File: src/rtl/instr_fetch_if.sv
`default_nettype none
// ============================================================================
// Module      : instr_fetch_if
// Description : Fetch request / response handshake bundle for instr_fetch_mem.
// Revision    : 1.0 - initial release
// ============================================================================
interface instr_fetch_if #(
  parameter int ADDR_WIDTH = 32,
  parameter int DATA_WIDTH = 32,
  parameter int CNT_WIDTH  = 16
);
  logic                  req_valid;
  logic                  req_ready;
  logic [ADDR_WIDTH-1:0] address;
  logic                  rsp_valid;
  logic                  rsp_ready;
  logic [DATA_WIDTH-1:0] instruction;
  logic                  range_fault;
  logic                  align_fault;
  logic [CNT_WIDTH-1:0]  fetch_count;

  modport master (
    output req_valid, address, rsp_ready,
    input  req_ready, rsp_valid, instruction, range_fault, align_fault, fetch_count
  );

  modport slave (
    input  req_valid, address, rsp_ready,
    output req_ready, rsp_valid, instruction, range_fault, align_fault, fetch_count
  );
endinterface
`default_nettype wire

File: src/rtl/instr_fetch_mem.sv
`default_nettype none
// ============================================================================
// Module      : instr_fetch_mem
// Description : Instruction memory with 1-cycle fetch latency, 1-entry skid
//               buffer, range/alignment fault flags and a saturating fetch
//               counter. Define PROG_LOAD_EN to add a program-load write port.
// Revision    : 1.0 - initial release
// ============================================================================
module instr_fetch_mem #(
  parameter int DATA_WIDTH = 32,
  parameter int ADDR_WIDTH = 32,
  parameter int DEPTH      = 128,
  parameter int INIT_MULT  = 3,
  parameter int CNT_WIDTH  = 16
) (
  input  logic                  clk,
  input  logic                  rst_n,
`ifdef PROG_LOAD_EN
  input  logic                  prog_wr_en,
  input  logic [ADDR_WIDTH-1:0] prog_addr,
  input  logic [DATA_WIDTH-1:0] prog_data,
`endif
  instr_fetch_if.slave          bus
);

  localparam int                   c_idx_w   = $clog2(DEPTH);
  localparam logic [CNT_WIDTH-1:0] c_cnt_max = {CNT_WIDTH{1'b1}};

  function automatic logic [DATA_WIDTH-1:0] f_init_word(input int unsigned i);
    logic [DATA_WIDTH+63:0] p;
    p = (DATA_WIDTH+64)'(i) * (DATA_WIDTH+64)'(INIT_MULT);
    return p[DATA_WIDTH-1:0];
  endfunction

  logic [c_idx_w-1:0]    w_idx;
  logic                  w_range_err;
  logic                  w_align_err;
  logic [DATA_WIDTH-1:0] w_word;
  logic [DATA_WIDTH-1:0] w_rsp_instr;
  logic                  w_accept;
  logic                  w_out_free;

  assign w_idx       = bus.address[c_idx_w+1:2];
  assign w_range_err = |bus.address[ADDR_WIDTH-1:c_idx_w+2];
  assign w_align_err = |bus.address[1:0];

`ifdef PROG_LOAD_EN
  typedef logic [DEPTH-1:0][DATA_WIDTH-1:0] mem_t;

  function automatic mem_t f_init_mem();
    mem_t m;
    for (int i = 0; i < DEPTH; i++) m[i] = f_init_word(i);
    return m;
  endfunction

  // Power-up image only; never touched by reset so loaded programs survive it.
  mem_t r_mem = f_init_mem();
  logic w_prog_ok;

  assign w_prog_ok = prog_wr_en & ~(|prog_addr[ADDR_WIDTH-1:c_idx_w+2]);

  always_ff @(posedge clk) begin
    if (w_prog_ok) r_mem[prog_addr[c_idx_w+1:2]] <= prog_data;
  end

  // Combinational read sampled at the accept edge gives read-before-write.
  assign w_word = r_mem[w_idx];
`else
  assign w_word = f_init_word(32'(w_idx));
`endif

  assign w_rsp_instr = w_range_err ? '0 : w_word;

  logic                  r_rsp_valid;
  logic [DATA_WIDTH-1:0] r_instr;
  logic                  r_range;
  logic                  r_align;
  logic                  r_skid_full;
  logic [DATA_WIDTH-1:0] r_skid_instr;
  logic                  r_skid_range;
  logic                  r_skid_align;
  logic [CNT_WIDTH-1:0]  r_cnt;

  assign w_accept   = bus.req_valid & ~r_skid_full;
  assign w_out_free = ~r_rsp_valid | bus.rsp_ready;

  always_ff @(posedge clk or negedge rst_n) begin
    if (!rst_n) begin
      r_rsp_valid  <= 1'b0;
      r_instr      <= '0;
      r_range      <= 1'b0;
      r_align      <= 1'b0;
      r_skid_full  <= 1'b0;
      r_skid_instr <= '0;
      r_skid_range <= 1'b0;
      r_skid_align <= 1'b0;
      r_cnt        <= '0;
    end else begin
      if (w_accept && r_cnt != c_cnt_max) r_cnt <= r_cnt + 1'b1;

      if (w_out_free) begin
        // A buffered response always goes out before anything newer.
        if (r_skid_full) begin
          r_rsp_valid <= 1'b1;
          r_instr     <= r_skid_instr;
          r_range     <= r_skid_range;
          r_align     <= r_skid_align;
          r_skid_full <= 1'b0;
        end else if (w_accept) begin
          r_rsp_valid <= 1'b1;
          r_instr     <= w_rsp_instr;
          r_range     <= w_range_err;
          r_align     <= w_align_err;
        end else begin
          r_rsp_valid <= 1'b0;
        end
      end else if (w_accept) begin
        r_skid_full  <= 1'b1;
        r_skid_instr <= w_rsp_instr;
        r_skid_range <= w_range_err;
        r_skid_align <= w_align_err;
      end
    end
  end

  assign bus.req_ready   = ~r_skid_full;
  assign bus.rsp_valid   = r_rsp_valid;
  assign bus.instruction = r_instr;
  assign bus.range_fault = r_range;
  assign bus.align_fault = r_align;
  assign bus.fetch_count = r_cnt;

endmodule
`default_nettype wire

File: src/flat_wrapper.sv
// flat-port wrapper written by rule: the top's interface ports become plain ports
module instr_fetch_mem_flat 
#(
  parameter int DATA_WIDTH = 32,
  parameter int ADDR_WIDTH = 32,
  parameter int DEPTH      = 128,
  parameter int INIT_MULT  = 3,
  parameter int CNT_WIDTH  = 16
)
  (clk, rst_n, bus_req_valid, bus_address, bus_rsp_ready, bus_req_ready, bus_rsp_valid, bus_instruction, bus_range_fault, bus_align_fault, bus_fetch_count);
  instr_fetch_if #(.ADDR_WIDTH(ADDR_WIDTH), .DATA_WIDTH(DATA_WIDTH), .CNT_WIDTH(CNT_WIDTH)) bus_i ();
  input  logic clk;
  input  logic rst_n;
  input wire logic [$bits(bus_i.req_valid)-1:0] bus_req_valid;
  input wire logic [$bits(bus_i.address)-1:0] bus_address;
  input wire logic [$bits(bus_i.rsp_ready)-1:0] bus_rsp_ready;
  output wire logic [$bits(bus_i.req_ready)-1:0] bus_req_ready;
  output wire logic [$bits(bus_i.rsp_valid)-1:0] bus_rsp_valid;
  output wire logic [$bits(bus_i.instruction)-1:0] bus_instruction;
  output wire logic [$bits(bus_i.range_fault)-1:0] bus_range_fault;
  output wire logic [$bits(bus_i.align_fault)-1:0] bus_align_fault;
  output wire logic [$bits(bus_i.fetch_count)-1:0] bus_fetch_count;
  assign bus_i.req_valid = bus_req_valid;
  assign bus_i.address = bus_address;
  assign bus_i.rsp_ready = bus_rsp_ready;
  assign bus_req_ready = bus_i.req_ready;
  assign bus_rsp_valid = bus_i.rsp_valid;
  assign bus_instruction = bus_i.instruction;
  assign bus_range_fault = bus_i.range_fault;
  assign bus_align_fault = bus_i.align_fault;
  assign bus_fetch_count = bus_i.fetch_count;
  instr_fetch_mem #(.DATA_WIDTH(DATA_WIDTH), .ADDR_WIDTH(ADDR_WIDTH), .DEPTH(DEPTH), .INIT_MULT(INIT_MULT), .CNT_WIDTH(CNT_WIDTH)) u_core (.clk(clk), .rst_n(rst_n), .bus(bus_i));
endmodule
File: config.mk
export PLATFORM = sky130hd
export DESIGN_NAME = instr_fetch_mem_flat
export DESIGN_NICKNAME = d
export VERILOG_FILES = /design/src/rtl/instr_fetch_if.sv /design/src/rtl/instr_fetch_mem.sv /design/src/flat_wrapper.sv
export SDC_FILE = /design/constraint.sdc
export NUM_CORES = 1
export LEC_CHECK = 0
export BUFFER_PORTS_ARGS = -buffer_cell sky130_fd_sc_hd__buf_4
export CAP_MARGIN = 20
export CELL_PAD_IN_SITES_DETAIL_PLACEMENT = 0
export CELL_PAD_IN_SITES_GLOBAL_PLACEMENT = 2
export CORE_MARGIN = 2
export CORE_UTILIZATION = 28
export DETAILED_ROUTE_END_ITERATION = 16
export PLACE_DENSITY = 0.86
export SLEW_MARGIN = 10
export SYNTH_ARGS = -nofsm -noshare
export SYNTH_HDL_FRONTEND = slang
export SYNTH_SLANG_ARGS = --single-unit
File: constraint.sdc
create_clock -name clk -period 2.26 [get_ports clk]
set_clock_uncertainty 0.05 [all_clocks]
set_input_delay 0.226 -clock clk [delete_from_list [all_inputs] [get_ports clk]]
set_output_delay 0.226 -clock clk [all_outputs]
set_load 0.02 [all_outputs]
==> results.ini, run 1 <==
[outcome]
status = completed

[synthesis]
synth_top_family_by_area = simple AND/OR/NAND/NOR gates
syn_area_per_cell_sq_um = 9.40
netlist_area_sq_mm = 0.00226
synthTopCellsByCount = dfrtp_1, nand2_1, buf_4, o21ai_0, a21oi_1
synth_top_area_share_pct = 44.3
async_flop_share_pct = 100
synth.most_common_cell = dfrtp_1
synth_fa_ha_area_share_pct = 5.32
synthSimpleGateAreaFrac_pct = 19.9
synthMuxAreaShare_pct = 1.66
ys.flop_type = dfrtp_1
yosysTopAreaCell = dfrtp_1
yosysSeqAreaShare_pct = 44.3
synth_xor_area_share_pct = 5.82
synth_compound_area_share_pct = 13.3
ys_ff_latch = 40
synth_warnings = 0
yosys.cell_types.count = 40
synthCells = 240
synth_edf_count = 0
yosys-top-cells-area = dfrtp_1, buf_4, nand2_1

[die]
core_sq_mm = 0.00777
dieHeight_um = 93.8
die_width_um = 93.8
dieArea_sq_mm = 0.00880
start_util_pct = 29.1
io-pin-count = 88
rows = 32

[detailed_routing]
viasPerCell = 4.57
drt-pass1-iter-count = 4
drt_iter0_drc = 34
drcViolationCount = 0
vias = 1884
wirelength_mm = 5.19
antenna_left = 0
wl_per_cell_um = 12.6

[clock_tree]
clk_pin_slew_ps = 80
h-tree-depth = 2
cts_resized = 0
clock_path_buffers = 2
clockRootBuffer = clkbuf_8
cts.sinks = 40
cts_buffers = 5
cts_tree = built
insertion_delay_ps = 290

[worst_setup_path]
cpPeakStageDelay_ps = 410
worstPathMaxFanout = 6
cp.depth = 5
cp-startpoint = u_core.bus.fetch_count[0]
cp_data_arrival_time_ps = 1940
timing.rr.start = u_core.bus.fetch_count[0]
path_cells = ha_1 -> and2_0 -> a21boi_0 -> nand3_1 -> xnor2_1
setup.worst_path.end_class = register
critPathTopFamily = simple AND/OR/NAND/NOR gates
cp_slowest_cell = dfrtp_1
reg2reg_depth = 5
path_class = reg -> reg
cp_data_required_time_ps = 2390
start_kind = register
cp_num_buf_inv = 0

[power]
p_leak_uw = 0.00138
netSwitchingFraction_pct = 33.3
ir_worst_vdd_mv = 0.223
intPower_uw = 1320
powerDensity_mw_per_mm2 = 685
comb_power_share_pct = 29.4
p_sw_uw = 660
pwr-share-clk_pct = 26.0
p_seq_share_pct = 44.6

[layout]
syn2layout_area_growth_pct = 28.3
multi_input_area_sq_mm = 0.00112
antennaDiodeCount = 0
utilization_pct = 37.3
finalNetCount = 355
nFillCells = 843
regArea_sq_mm = 0.00100
drive_gt1_share_pct = 27.4

[sta]
maxSlewHeadroom_pct = 62.1
drv_slew = 0
setup_viol = 0
fmax_mhz = 553
rsz0062_at_grt = false
min_period_ps = 1810
worst_pin_slew_ps = 567
setup-tns-final_ps = 0
finalCritPeriodShare_pct = 80.0
fin_hold_ws_ps = 113
hold_violations = 0

[hold_path]
min_path_type = in -> reg
holdCritStartpoint = bus_req_valid
min_path_cells = 3

[global_route]
grt_pass1_wl_mm = 8.40
grt_pass1_vias = 1822
overflow = 0
grt_max_degree = 41
antenna_found_initial = 0
grt_usage_pct = 12.0

[placement]
gp_congestion = 0.856
port_buffers = 64
dp_hpwl_mm = 3.96

[job]
cap_violations = 0

-- power by group through the flow --
stage / sequential, uW / combinational (uW) / clock, uW
floorplan: 969 / 291 / 0
global placement: 890 / 584 / 0
detailed placement: 898 / 587 / 0
CTS: 884 / 592 / 530
global route: 899 / 636 / 562
finish: 884 / 583 / 516
-- per-layer routing --
| layer | vias up | GRT usage, % | part of all wire (%) |
|---|---|---|---|
| met4 | 0 | 3.14 | 1.0 |
| li1 | 936 | - | - |
| met2 | 67 | 18.9 | 46 |
| met1 | 874 | 16.3 | 46 |
| met5 | - | 0 | 0 |
| met3 | 7 | 3.05 | 6.4 |
-- placed cells by master, fill, tap and decap left out, types with 5 or more instances in the layout --
cell type,synthesis,routed
nor4_1,5,5
nand4_1,8,8
nor2_1,15,15
conb_1,1,23
clkbuf_8,0,7
dfrtp_1,40,40
nand3_1,11,11
ha_1,8,8
a21oi_1,17,17
xnor2_1,11,11
nand2_1,27,27
buf_4,24,70
and3_1,8,8
o21ai_0,18,18
-- worst reg2reg max path, delay by kind of cell (launching register included) --
kind	cells	cell delay (ps)
AO/OA/AOI/OAI	1	400
AND/OR/NAND/NOR	2	440
flip-flops	1	410
XOR/XNOR	1	140
adder cells (fa/ha/maj)	1	240
-- per-stage QoR --
stage                     total power [uW]  setup slack (ps)  instance area [sq um]  instances
after global routing                  2100               299                   2900        412
final                                 1980               453                   2900        412
after CTS                             2010               440                   2900        412
after detailed placement              1490               315                   2790        404
after global placement                1470               350                   2790        404
after floorplan                       1260               502                   2340        262
-- timing repair --
item / 4_1_cts / 5_1_grt
hold endpoints to repair: 40 / 0
hold buffers: 1 / 0
buffers inserted: 0 / 0
-- worst paths after layout --
path / to / slack, ps
min: u_core.bus.rsp_valid / 110
min reg2reg: u_core.r_skid_instr[4] / 430
min in group asynchronous: u_core.bus.fetch_count[5] / 400
max in group asynchronous: u_core.r_skid_instr[7] / 1400
max: u_core.bus.fetch_count[4] / 450
max reg2reg: u_core.bus.fetch_count[4] / 450
-- state kept, by name, indices dropped and copies added (netlist names) --
| register | flops |
|---|---|
| u_core.r_skid_range | 1 |
| u_core.bus.instruction | 9 |
| u_core.r_skid_full | 1 |
| u_core.bus.rsp_valid | 1 |
| u_core.bus.fetch_count | 16 |
| u_core.r_skid_align | 1 |
| u_core.bus.range_fault | 1 |
| u_core.bus.align_fault | 1 |
| u_core.r_skid_instr | 9 |
-- area by class of cell --
class | instances | area share, %
Timing Repair Buffer | 71 | 18.5
Sequential cell | 40 | 34.6
Clock buffer | 7 | 3.33
Multi-Input combinational cell | 189 | 38.8
Inverter | 3 | 0.389
Tap cell | 102 | 4.41
-- logic make-up (layout without fill, tap and decap cells) --
family                   Yosys count  after routing
flip-flops                        40             40
multiplexers                       3              3
buffers and inverters             33             81
XOR/XNOR                          15             15
AND/OR/NAND/NOR                   88             88
adder cells (fa/ha/maj)            9              9
AO/OA/AOI/OAI                     51             51
other                              1             23
No activity file was read; power rests on OpenSTA's default activity.
==> run 2, diff against run 1 <==
==> constraint.sdc (replaced) <==
create_clock -name clk -period 1.8 [get_ports clk]
set_clock_uncertainty 0.05 [all_clocks]
set_input_delay 0.18 -clock clk [delete_from_list [all_inputs] [get_ports clk]]
set_output_delay 0.18 -clock clk [all_outputs]
set_load 0.02 [all_outputs]
==> results.ini, run 2 (synthesis gave the netlist of run 1 again) <==
[placement]
dp_hpwl_mm = 3.94  ; -0.38%
port_buffers = 64  ; unchanged
place_inst = 415  ; +2.7%
placed_area_sq_mm = 0.00287  ; +3.0%
gp_congestion = 0.798  ; -6.8%

[clock_tree]
cts_buffers = 5  ; unchanged
cts_tree = built
cts_setup_buffers = 0  ; unchanged
insertion_delay_ps = 290  ; about the same
clock_path_buffers = 2  ; unchanged
cts_hold_buf = 1  ; unchanged
cts.sinks = 40  ; unchanged
cts_resized = 0  ; unchanged
h-tree-depth = 2  ; unchanged
clockRootBuffer = clkbuf_8
clk_pin_slew_ps = 80  ; about the same

[global_route]
grt_pass1_wl_mm = 8.35  ; -0.65%
grt_pass1_vias = 1865  ; +2.4%
grt_max_degree = 41  ; unchanged
grt_usage_pct = 11.9  ; -0.037 points
overflow = 0  ; unchanged
antenna_found_initial = 0  ; unchanged

[layout]
antennaDiodeCount = 0  ; unchanged
syn2layout_area_growth_pct = 32.5
layout_commonest_cell = buf_4
stdcell_count = 424  ; +2.9%
finalNetCount = 366  ; +3.1%
largest_reg_flops = 16  ; unchanged
design_area_sq_mm = 0.00299  ; +3.2%
layout_common_cells = buf_4, dfrtp_1, nand2_1, conb_1, o21ai_0
drive_gt1_share_pct = 29.8  ; +2.4 points
nFillCells = 803  ; -4.7%

[worst_setup_path]
reg2reg_depth = 5  ; unchanged
cp_data_arrival_time_ps = 1790  ; -150 ps
timing.rr.start = u_core.bus.fetch_count[12]
r2r_setup_slack_ps = 130  ; -320 ps
cp-startpoint = u_core.bus.fetch_count[12]
start_kind = register
path_class = reg -> reg
worstPathMaxFanout = 4  ; -2
reg2reg_to = u_core.bus.fetch_count[1]
cp_data_required_time_ps = 1920  ; -470 ps
setup.worst_path.end_class = register
endpoint = u_core.bus.fetch_count[1]

[sta]
setup-tns-final_ps = 0  ; unchanged
finalCritPeriodShare_pct = 92.6  ; +13 points
drv_slew = 0  ; unchanged
setup_viol = 0  ; unchanged
fmax_mhz = 600  ; +8.4%
hold_violations = 0  ; unchanged
rsz0062_at_grt = false
worst_pin_slew_ps = 513  ; -54.4 ps
min_period_ps = 1670  ; -141 ps
fin_hold_ws_ps = 72.0  ; -40.6 ps
maxSlewHeadroom_pct = 65.8  ; +3.8 points

[outcome]
status = completed

[power]
powerDensity_mw_per_mm2 = 868  ; +27%
p_leak_uw = 0.00145  ; +4.4%
power_uw = 2600  ; +31%
ir_worst_vdd_mv = 0.463  ; +110%

[detailed_routing]
wirelength_mm = 5.05  ; -2.6%
vias = 1923  ; +2.1%
viasPerCell = 4.54  ; -0.82%
drcViolationCount = 0  ; unchanged
antenna_left = 0  ; unchanged
drt-pass1-iter-count = 4  ; unchanged
wl_per_cell_um = 11.9  ; -5.4%
drt_iter0_drc = 95  ; +180%

[die]
io-pin-count = 88  ; unchanged
dieHeight_um = 93.8  ; unchanged
start_util_pct = 29.1  ; unchanged
die_width_um = 93.8  ; unchanged
dieArea_sq_mm = 0.00880  ; unchanged
rows = 32  ; unchanged
core_sq_mm = 0.00777  ; unchanged

[job]
cap_violations = 0  ; unchanged

[hold_path]
min_path_type = in -> reg

[run 2: cell count changes in the layout (fill, tap and decap cells not counted), sizes merged]
| cell | previous run | this run |
|---|---|---|
| buf | 70 | 81 |
| bufinv | 0 | 1 |
| clkbuf | 7 | 6 |
| clkinv | 0 | 1 |
[run 2: worst min-delay path by stage]
stage | from | to | slack (ps) | cells after the start
3_3_place_gp | rst_n | u_core.bus.fetch_count[5] | 140 | 1
5_1_grt | bus_req_valid | u_core.bus.rsp_valid | 90 | 3
6_report | bus_req_valid | u_core.bus.rsp_valid | 70 | 3
3_5_place_dp | rst_n | u_core.bus.fetch_count[6] | 150 | 1
2_1_floorplan | rst_n | u_core.bus.align_fault | -170 | 0
4_1_cts | bus_req_valid | u_core.bus.rsp_valid | 60 | 3
[run 2: critical path, cell delays in order, from the launching register on]
cell     delay, ps
dfrtp_1        390
and3_1         230
and3_1         260
nand3_2        140
and2_4         200
mux2_4         290
[run 2: per-layer routing]
layer | vias up | track usage (%) | share of wire, %
met5 | - | 0 | 0
met4 | 0 | 2.54 | 0.89
met3 | 5 | 3.37 | 7.5
met2 | 67 | 20.0 | 47
met1 | 890 | 15.3 | 44
li1 | 961 | - | -
[run 2: layout make-up]
cell class	instances	area, sq um	share of cell area [%]
multi-input cells	189	1120	37.6
inverters	3	11.3	0.377
clock inverters	2	35.0	1.17
clock buffers	6	72.6	2.43
flip-flops and latches	40	1000	33.5
well taps	102	128	4.27
repair buffers	82	618	20.7
[run 2: power breakdown]
group / switching (uW) / leakage, uW / internal (uW) / total, uW
sequential: 99.0 / 0.000521 / 999 / 1100
combinational: 425 / 0.000869 / 356 / 781
clock: 306 / 0.0000552 / 411 / 718
[run 2: metrics by stage]
step                worst slack (ps)  util (%)
finish                           133      38.5
global placement               -54.1      37.0
detailed placement             -77.7      37.0
floorplan                       41.6         -
CTS                              136      38.5
global route                    45.3      38.5
